File: config.mk
export PLATFORM = sky130hd
export DESIGN_NAME = instruction_fetch
export DESIGN_NICKNAME = d
export VERILOG_FILES = /design/src/rtl/instruction_fetch.sv
export SDC_FILE = /design/constraint.sdc
export NUM_CORES = 1
export LEC_CHECK = 0
export ABC_AREA = 1
export BUFFER_PORTS_ARGS = -buffer_cell sky130_fd_sc_hd__buf_2
export CAP_MARGIN = 20
export CORE_MARGIN = 8
export CORE_UTILIZATION = 52
export CTS_BUF_LIST = sky130_fd_sc_hd__clkbuf_16
export CTS_CLUSTER_SIZE = 20
export DETAILED_ROUTE_END_ITERATION = 6
export PLACE_DENSITY = 0.81
export SLEW_MARGIN = 40
export SYNTH_ARGS = -nofsm -noshare
export SYNTH_HDL_FRONTEND = slang
export SYNTH_SLANG_ARGS = --single-unit
File: constraint.sdc
create_clock -name clock -period 1.85 [get_ports clock]
set_input_delay 0.37 -clock clock [delete_from_list [all_inputs] [get_ports clock]]
set_output_delay 0.37 -clock clock [all_outputs]
set_load 0.1 [all_outputs]
File: src/rtl/instruction_fetch.sv
// Fetch/decode front end: reads the 24-bit program ROM, resolves flow control
// (JMP, CALL, RET, BREQ) locally and issues the rest over valid/ready.
package def;
    localparam logic [7:0] NOP  = 8'h00;
    localparam logic [7:0] LDI  = 8'h01;
    localparam logic [7:0] CPI  = 8'h02;
    localparam logic [7:0] ADD  = 8'h03;
    localparam logic [7:0] JMP  = 8'h0C;
    localparam logic [7:0] CALL = 8'h0D;
    localparam logic [7:0] RET  = 8'h0E;
    localparam logic [7:0] BREQ = 8'h0F;
endpackage

module instruction_fetch
    import def::*;
#(
    parameter int         STACK_DEPTH = 8,
    parameter logic [7:0] ROM_MAX     = 8'h1A,
    parameter logic [7:0] PC_RESET    = 8'h00
) (
    input  logic        clock,
    input  logic        reset_s2_n,
    output logic [7:0]  rom_address,
    input  logic [23:0] rom_data,
    input  logic        zero_flag,
    output logic        instr_valid,
    input  logic        instr_ready,
    output logic [7:0]  op_code,
    output logic [7:0]  op1,
    output logic [7:0]  op2,
    output logic [7:0]  pc,
    output logic        fault,
    output logic [1:0]  fault_code
);

    localparam int SPW   = $clog2(STACK_DEPTH + 1);
    localparam int IW    = (STACK_DEPTH > 1) ? $clog2(STACK_DEPTH) : 1;
    localparam int SLOTS = 1 << IW;
    localparam logic [SPW-1:0] SP_FULL = SPW'(STACK_DEPTH);

    localparam logic [1:0] F_OVER  = 2'b01;
    localparam logic [1:0] F_UNDER = 2'b10;
    localparam logic [1:0] F_RANGE = 2'b11;

    typedef enum logic [1:0] {
        FETCH,
        DECODE,
        ISSUE,
        HALT
    } state_t;

    state_t         state;
    state_t         state_d;
    logic [7:0]     pc_d;
    logic [7:0]     pc_inc;
    logic [SPW-1:0] sp;
    logic [SPW-1:0] sp_d;
    logic [7:0]     stack [SLOTS];
    logic [7:0]     top;
    logic           push;
    logic           ir_load;
    logic           fault_d;
    logic [1:0]     code_d;
    logic [7:0]     dec_op;
    logic [7:0]     dec_op1;

    assign pc_inc      = pc + 8'd1;
    assign dec_op      = rom_data[23:16];
    assign dec_op1     = rom_data[15:8];
    assign top         = stack[IW'(sp - 1'b1)];
    assign rom_address = pc;
    assign instr_valid = (state == ISSUE);

    always_comb begin
        state_d = state;
        pc_d    = pc;
        sp_d    = sp;
        push    = 1'b0;
        ir_load = 1'b0;
        fault_d = fault;
        code_d  = fault_code;
        unique case (state)
            FETCH: begin
                if (pc > ROM_MAX) begin
                    fault_d = 1'b1;
                    code_d  = F_RANGE;
                    state_d = HALT;
                end else begin
                    state_d = DECODE;
                end
            end
            DECODE: begin
                ir_load = 1'b1;
                state_d = FETCH;
                case (dec_op)
                    JMP: pc_d = dec_op1;
                    CALL: begin
                        if (sp == SP_FULL) begin
                            fault_d = 1'b1;
                            code_d  = F_OVER;
                            state_d = HALT;
                        end else begin
                            push = 1'b1;
                            sp_d = sp + 1'b1;
                            pc_d = dec_op1;
                        end
                    end
                    RET: begin
                        if (sp == '0) begin
                            fault_d = 1'b1;
                            code_d  = F_UNDER;
                            state_d = HALT;
                        end else begin
                            sp_d = sp - 1'b1;
                            pc_d = top;
                        end
                    end
                    BREQ: pc_d = zero_flag ? dec_op1 : pc_inc;
                    default: state_d = ISSUE;
                endcase
            end
            ISSUE: begin
                if (instr_ready) begin
                    pc_d    = pc_inc;
                    state_d = FETCH;
                end
            end
            HALT: begin
                state_d = HALT;
            end
        endcase
    end

    always_ff @(posedge clock or negedge reset_s2_n) begin
        if (!reset_s2_n) begin
            state      <= FETCH;
            pc         <= PC_RESET;
            sp         <= '0;
            fault      <= 1'b0;
            fault_code <= 2'b00;
        end else begin
            state      <= state_d;
            pc         <= pc_d;
            sp         <= sp_d;
            fault      <= fault_d;
            fault_code <= code_d;
        end
    end

    // Instruction register: holds the decoded word stable through ISSUE.
    always_ff @(posedge clock or negedge reset_s2_n) begin
        if (!reset_s2_n) begin
            op_code <= 8'h00;
            op1     <= 8'h00;
            op2     <= 8'h00;
        end else if (ir_load) begin
            op_code <= rom_data[23:16];
            op1     <= rom_data[15:8];
            op2     <= rom_data[7:0];
        end
    end

    always_ff @(posedge clock or negedge reset_s2_n) begin
        if (!reset_s2_n) begin
            for (int i = 0; i < SLOTS; i++) begin
                stack[i] <= 8'h00;
            end
        end else if (push) begin
            stack[IW'(sp)] <= pc_inc;
        end
    end

endmodule

Word level (Yosys, flattened, before mapping)
Cells that the tools add are included.
Cells by class
  add/subtract/negate cells: 3
  order comparisons: 4
  eq/ne operators: 18
  muxes and demuxes: 35
  bitwise logic cells: 2
  reduce and logical (&&, ||, !) cells: 10
Operators by type and width (count)
  $bwmux W64: 1
  $mux W8: 7
  $eq A8 B4 Y1 const B: 4
  $pmux W8 S4: 1
  $bmux W8 S3: 1
  $demux W8 S3: 1
  $pmux W8 S2: 1
  $mux W2: 7
  $ne A3 B3 Y1 const B: 4
  $reduce_and A5 Y1: 2
  $add A8 B1 Y8 const B: 1
  $ge A4 B4 Y1 const B: 2
  $gt A8 B5 Y1 const B: 1
  $mux W4: 2
  $not A3 Y4: 2
  $pmux W2 S2: 2
  $pmux W2 S4: 1
  $pmux W4 S2: 1
  $mux W1: 7
  $ne A2 B2 Y1 const B: 3
  $pmux W2 S3: 1
  $reduce_bool A2 Y1: 3
  $ne A5 B2 Y1 const B: 1
  $add A4 B1 Y4 const B: 1
  13 further kinds: 15
Word-level totals
  register bits after elaboration: 105
  output and inout port bits: 44

Depth between registers and ports, before layout
Gate-level depths: netlist (run 1).
  word-level depth: 8
  depth in mapped cells: 13

Worst setup path after synthesis (run 1)
No wires, ideal clock.
  path type: register to register
  from: register state[0]
  to: register pc[4]
  arrival: 2522 ps
  data required time: 1730 ps
  setup slack: -792 ps
  stages on the path, launching flop included: 13
  clock period less this slack: 2642 ps
  cell sequence: dfrtp_1 inv_1 ha_1 buf_2 inv_2 or2_2 nand2_1 a21oi_1 nand2_1 buf_4 nor2_1 nand2_1 nand2_1
On the way
  word-level cells in the longest chain between the ends: 3
Ends and longest elaborated chain
  start: declaration: RTL line 52  | state_t state;
  start signal: assignment: RTL line 142  | state <= state_d;
  $eq A2 B2 Y1 *
  via instr_valid: RTL line 26  | output logic instr_valid,
  $ne A2 B1 Y1 (no source line) or $reduce_bool A2 Y1 (tied branches)
  $reduce_and A5 Y1 (no source line)
  end signal: assignment: RTL line 143  | pc <= pc_d;
  end: declaration: RTL line 31  | output logic [7:0] pc,
Mark *: on every way through the listed nets, which the timed path passes. The rest lies on a longest branch.
A chain may end at the register's enable or synchronous reset.

Worst setup path after layout (run 1)
  from: register sp[1]
  to: register pc[2]
On the way
  word-level cells in the longest chain between the ends: 8
Ends and longest elaborated chain
  start: declaration: RTL line 56  | logic [SPW-1:0] sp;
  start signal: assignment: RTL line 144  | sp <= sp_d;
  $sub A4 B1 Y4
  $not A3 Y4 (implied by the code): RTL line 70  | assign top = stack[IW'(sp - 1'b1)];
  $bmux W8 S3: RTL line 70
  $mux W8 (implied by the code) (2 in a row): RTL line 70
  $mux W8: RTL line 109  | if (sp == '0) begin
  $pmux W8 S4: RTL line 95  | case (dec_op)
  $pmux W8 S2: RTL line 82  | unique case (state)
Parallel ways exist; a longest one is shown, timed or not. The select of a mux whose other input is x is not followed.

==> results.toml, run 1 <==
[detailed_routing]
drcViolationCount = 0
routed_wl_um = 14800
top_layer = "met4"
wl_met3_um = 1100
drt-vias-per-instance = 5.27
routedLengthMet1_um = 6390
route.met2.wl_um = 6980
dr.first_iter.drc_count = 645
wl_per_cell_um = 15.1
num_vias = 5146
final_antenna_net_count = 0
drtPass1Iterations = 5

[critical_path]
worstPathRequired_ps = 2090
arrival_ps = 1980
crit_path_max_fanout = 8
crit_path_start_kind = "register"
endpoint_kind = "register"
worstSetupPathType = "reg -> reg"
r2r_start = "sp[1]$_DFFE_PN0P_"
critPathLaunch = "sp[1]$_DFFE_PN0P_"

[synthesis]
synth-main-ff-cell = "dfrtp_1"
synth-async-reset-ratio = 1.00
ys_types = 24
ys_warn_count = 0
synth_fp_nets = 789
synth_area_um2 = 5500
synth_edf_count = 0
ys_seq_elements = 105
syn_inst = 752
yosysSeqAreaShare = 0.478
syn_avg_cell_area_um2 = 7.31

[timing]
fin_tns_setup_ps = 0
tightestPinTransition_ps = 505
hold_viol = 0
skew_ps = 16.0
final_max_slew_viol_count = 0
relSlewSlack = 0.666
fin_crit_sh = 0.941
layout_setup_ws_ps = 109
fin_crit_ps = 1740
timing.fmax_mhz = 574
setup_viol = 0

[floorplan]
dieArea_um2 = 14100
die_w_um = 119
io_pins = 72
rows = 37
die_y_um = 119
core_area_um2 = 10300
start_util = 0.535

[clock_network]
root_buffer = "clkbuf_16"
clk_latency_ps = 350
cts.sinks = 105
h-tree-depth = 3
clk_pin_slew_ps = 80
clk_path_buf_depth = 2
cts_made_buffers = 9
cts_tree = "built"

[placed_design]
portBuffers = 71
place_ws_ps = 91.4
routabilityCongestion = 0.926
dp_hpwl_um = 9860
place_area_um2 = 6130

[global_route]
grt_max_degree = 54
grt_pass1_wl_um = 23900
grt_overflow_total = 0
antenna_found_initial = 0
grt.total_usage = 0.206
grt_pass1_vias = 4707

[layout]
mostFrequentLayoutCell = "nand2_1"
final_nets = 873
drive_above_1_share = 0.177
syn_to_final_growth_pct = 18.0
fin_area_um2 = 6490
fillers = 923
layout_common_cells = "299 x nand2_1, 98 x dfrtp_1, 86 x o21ai_0"
antennaDiodeCount = 0

[run_status]
status = "complete, no violations"

[power]
p_leak_uw = 0.00335
vdd_drop_max_uv = 1520
p_total_uw = 12300
powerDensity_nw_per_um2 = 1900

[worst_hold_path]
hold_class = "in -> reg"
hold_start = "rom_data[5]"

[flow_run]
cap_violations = 0
[cell families after synthesis]
group	share of synthesized area
XOR/XNOR	0.0111
AO/OA/AOI/OAI	0.0926
flip-flops	0.478
adder cells (fa/ha/maj)	0.0205
AND/OR/NAND/NOR	0.320
buffers and inverters	0.0778
[synthesized netlist by cell type (all sizes together) (2+ instances only)]
cell type | count | share of area
ha | 9 | 0.020
nand2 | 302 | 0.21
or2 | 2 | 0.0023
a21oi | 12 | 0.011
nand3 | 58 | 0.053
xor2 | 6 | 0.0096
dfrtp | 105 | 0.48
buf | 25 | 0.035
o21ai | 87 | 0.079
nor2 | 78 | 0.054
clkbuf | 13 | 0.0089
inv | 48 | 0.033
[worst max-delay path, cell delays in order, from the launching register on]
cell and delay, ps:
dfrtp_1 400, inv_2 110, ha_4 130, nand2_1 80
nor2_1 200, nand3_1 130, nand2_1 90, nand2_1 170
nand2_4 180, nor2_1 60, nand2_1 60, nand2_1 50
[state kept, by name, summed over array words and instances (netlist names)]
signal	count
pc	8
fault_code	2
state	2
op1	8
fault	1
sp	4
op_code	8
op2	8
stack	64
[stage by stage]
| stage | hold WS [ps] | cells | util |
|---|---|---|---|
| floorplan | 74.4 | 752 | - |
| global placement | 283 | 956 | 0.596 |
| detailed placement | 282 | 956 | 0.596 |
| CTS | 223 | 973 | 0.624 |
| global route | 221 | 977 | 0.631 |
| finish | 230 | 977 | 0.631 |
[per-layer routing]
layer,track usage,up-vias
li1,-,2533
met1,0.267,2363
met2,0.339,218
met3,0.0416,32
met4,0.0696,0
met5,0,-
[path summary, 6_finish.rpt]
check	endpoint	slack, ps	depth (start not counted)
setup / recovery	pc[2]$_DFFE_PN0P_	110	11
hold / removal	op2[5]$_DFFE_PN0N_	230	3
setup reg to reg	pc[2]$_DFFE_PN0P_	110	11
hold reg to reg	fault$_DFFE_PN0P_	470	2
max in group asynchronous	stack[9]$_DFFE_PN0P_	820	3
min in group asynchronous	stack[36]$_DFFE_PN0P_	460	2
[area by class of cell]
cell class | instances | area (µm²) | area share
flip-flops and latches | 105 | 2640 | 0.407
clock buffers | 9 | 225 | 0.0347
inverters | 49 | 189 | 0.0291
well taps | 136 | 170 | 0.0262
multi-input cells | 561 | 2510 | 0.387
clock inverters | 7 | 51.3 | 0.00791
repair buffers | 110 | 697 | 0.107
[power by group]
| part | internal (µW) | switching [µW] |
|---|---|---|
| registers | 2770 | 348 |
| logic | 1550 | 5860 |
| clock network | 927 | 896 |
| total | 5240 | 7100 |
[timing repair]
action / in CTS / in global routing
endpoints found under the setup margin: 0 / 71
resized for setup: 0 / 11
hold endpoints to repair: 18 / 0
setup buffers: 0 / 3
hold buffers: 1 / 0
No activity file was read; power rests on OpenSTA's default activity.
==> run 2: changes to the inputs <==
--- a/config.mk
+++ b/config.mk
@@ -5,7 +5,6 @@
 export SDC_FILE = /design/constraint.sdc
 export NUM_CORES = 1
 export LEC_CHECK = 0
-export ABC_AREA = 1
 export BUFFER_PORTS_ARGS = -buffer_cell sky130_fd_sc_hd__buf_2
 export CAP_MARGIN = 20
 export CORE_MARGIN = 8
==> run 2 against run 1 <==
Net effect: the flow now finishes with violations (negative setup slack); worst setup slack lost 710 ps; synthesized area decreased by 5.9%; global-route usage up 5.5 points; die area shrank 5.1%; register-to-register slack got worse by 710 ps; design area rose by 12%; first-iteration DRC count decreased by 9.0%; clock power is 8% higher; sequential share of layout area fell by 4.3 points; largest cell class is now multi-input gates.
==> results.toml, run 2 <==
[synthesis]
synth_edf_count = 0
synth_common_cells = "105 x dfrtp_1, 88 x nand2_1, 51 x o21ai_0, 28 x mux2_2, 26 x o21ai_1"
synth_top_area_share = 0.508
synth_most_common_cell = "dfrtp_1"
ys_types = 52
yosysSeqAreaShare = 0.508
synth-main-ff-cell = "dfrtp_1"
synth_top_area_cell = "dfrtp_1"
synth_area_um2 = 5180
ys_warn_count = 0
synth-async-reset-ratio = 1.00
synth_fp_nets = 515
syn_avg_cell_area_um2 = 10.8
ys_seq_elements = 105
synthTopCellsByArea = "dfrtp_1 51%, nand2_1 6.4%, mux2_2 6.1%, mux4_2 6.1%, o21ai_0 4.9%"
syn_inst = 478

[layout]
largest_register_ffs = 64
regMostFlops = "stack"
fillers = 580
mostFrequentLayoutCell = "dfrtp_1"
final_nets = 648
utilization = 0.745
syn_to_final_growth_pct = 40.1
drive_above_1_share = 0.521
antennaDiodeCount = 0
layout_common_cells = "97 x dfrtp_1, 69 x buf_2, 52 x buf_4"

[critical_path]
worstRegToRegCells = 9
arrival_ps = 2680
endpoint_kind = "register"
worstSetupPathType = "reg -> reg"
worstPathRequired_ps = 2080
crit_path_max_fanout = 5
crit_path_start_kind = "register"

[clock_network]
clk_pin_slew_ps = 80
root_buffer = "clkbuf_16"
cts_made_buffers = 9
h-tree-depth = 3
cts_tree = "built"
cts.sinks = 105
clk_path_buf_depth = 2
clk_latency_ps = 350

[global_route]
antenna_found_initial = 1
grt_pass1_wl_um = 26600
grt.total_usage = 0.262
grt_max_degree = 41
grt_pass1_vias = 4877
grt_overflow_total = 0

[timing]
layout_setup_ws_ps = -599
fin_crit_ps = 2450
hold_viol = 0
fin_crit_sh = 1.32
tightestPinTransition_ps = 512
relSlewSlack = 0.661
skew_ps = 17.1
rsz0062_at_grt = "yes"
fin_tns_setup_ps = -18930
setup_viol = 73
timing.fmax_mhz = 408
final_max_slew_viol_count = 0

[power]
vdd_drop_max_uv = 2050
powerDensity_nw_per_um2 = 1780
p_leak_uw = 0.00315

[placed_design]
routabilityCongestion = 0.905
dp_hpwl_um = 10200
place_ws_ps = -501
portBuffers = 71

[detailed_routing]
routed_wl_um = 19000
drtPass1Iterations = 5
dr.first_iter.drc_count = 587
drcViolationCount = 0
num_vias = 4909
drt-vias-per-instance = 6.55
final_antenna_net_count = 0
wl_per_cell_um = 25.4

[run_status]
status = "finished, violations left"
failed_checks = "negative setup slack"

[floorplan]
start_util = 0.532
io_pins = 72
dieArea_um2 = 13400
die_y_um = 116
rows = 36
core_area_um2 = 9730
die_w_um = 116

[flow_run]
cap_violations = 0

[worst_hold_path]
hold_depth = 2
hold_class = "in -> reg"
==> run 2: cell types whose count changed after synthesis, moves of 26 or more <==
cell and delta:
o21ai_1 +26, o21ai_0 -36, inv_1 -38, nand2_1 -214, nor2_1 -63, mux2_2 +28
nand3_1 -48
==> run 2: logic make-up after synthesis <==
logic type	count (synthesis)	share of synthesized area
fa+ha+maj	9	0.0218
mux	51	0.139
xor+xnor	11	0.0186
buf+inv	42	0.0421
flops	105	0.508
simple gates	142	0.130
compound gates	118	0.140
==> run 2: metrics by stage <==
| step | hold slack, ps | power (µW) | std cells | area (µm²) |
|---|---|---|---|---|
| after CTS | 252 | 12400 | 740 | 6970 |
| after detailed placement | 293 | 10200 | 708 | 6130 |
| after floorplan | 74.4 | 8690 | 478 | 5350 |
| after global routing | 248 | 13300 | 749 | 7250 |
| after global placement | 288 | 10100 | 708 | 6130 |
| final | 251 | 12900 | 749 | 7250 |
==> run 2: what timing repair did <==
action	4_1_cts	5_1_grt
hold buffers	1	0
pin swaps	50	10
gates cloned	7	0
hold endpoints to repair	18	0
setup buffers	8	9
endpoints found under the setup margin	72	75
gates resized for setup	133	51
==> run 2: routing by layer <==
metal  track usage  vias to the layer above  wire length, µm
met4         0.160                        2             1650
met2         0.437                      449             9090
met5             0                        -               12
li1              -                     1963                -
met3        0.0537                      162             2230
met1         0.303                     2333             6060
==> run 2: critical path, cell delays in order (launching register included) <==
cell	delay (ps)
dfrtp_1	400
clkinvlp_4	140
buf_4	160
ha_4	290
buf_12	120
mux4_2	300
mux2_4	310
a221oi_2	330
o2bb2ai_1	190
a21oi_2	90
==> run 2: path summary, 6_finish.rpt <==
kind / start / endpoint / slack (ps)
setup / recovery: sp[0]$_DFFE_PN0P_ / pc[2]$_DFFE_PN0P_ / -600
hold / removal: rom_data[3] / op2[3]$_DFFE_PN0N_ / 250
setup reg to reg: sp[0]$_DFFE_PN0P_ / pc[2]$_DFFE_PN0P_ / -600
hold reg to reg: fault$_DFFE_PN0P_ / fault$_DFFE_PN0P_ / 480
max in group asynchronous: reset_s2_n / pc[6]$_DFFE_PN0P_ / 800
min in group asynchronous: reset_s2_n / stack[16]$_DFFE_PN0P_ / 470
==> run 2: area by class of cell <==
class	count	area, µm²	share of cell area
Clock inverter	7	80.1	0.0110
Tap cell	133	166	0.0230
Sequential cell	105	2640	0.365
Inverter	8	33.8	0.00466
Clock buffer	9	225	0.0311
Timing Repair Buffer	154	1240	0.171
Multi-Input combinational cell	333	2860	0.395
==> run 2: report_power, final <==
part / switching (µW) / internal (µW)
Combinational: 5820 / 1940
Clock: 902 / 1070
Sequential: 379 / 2770
Total: 7100 / 5780
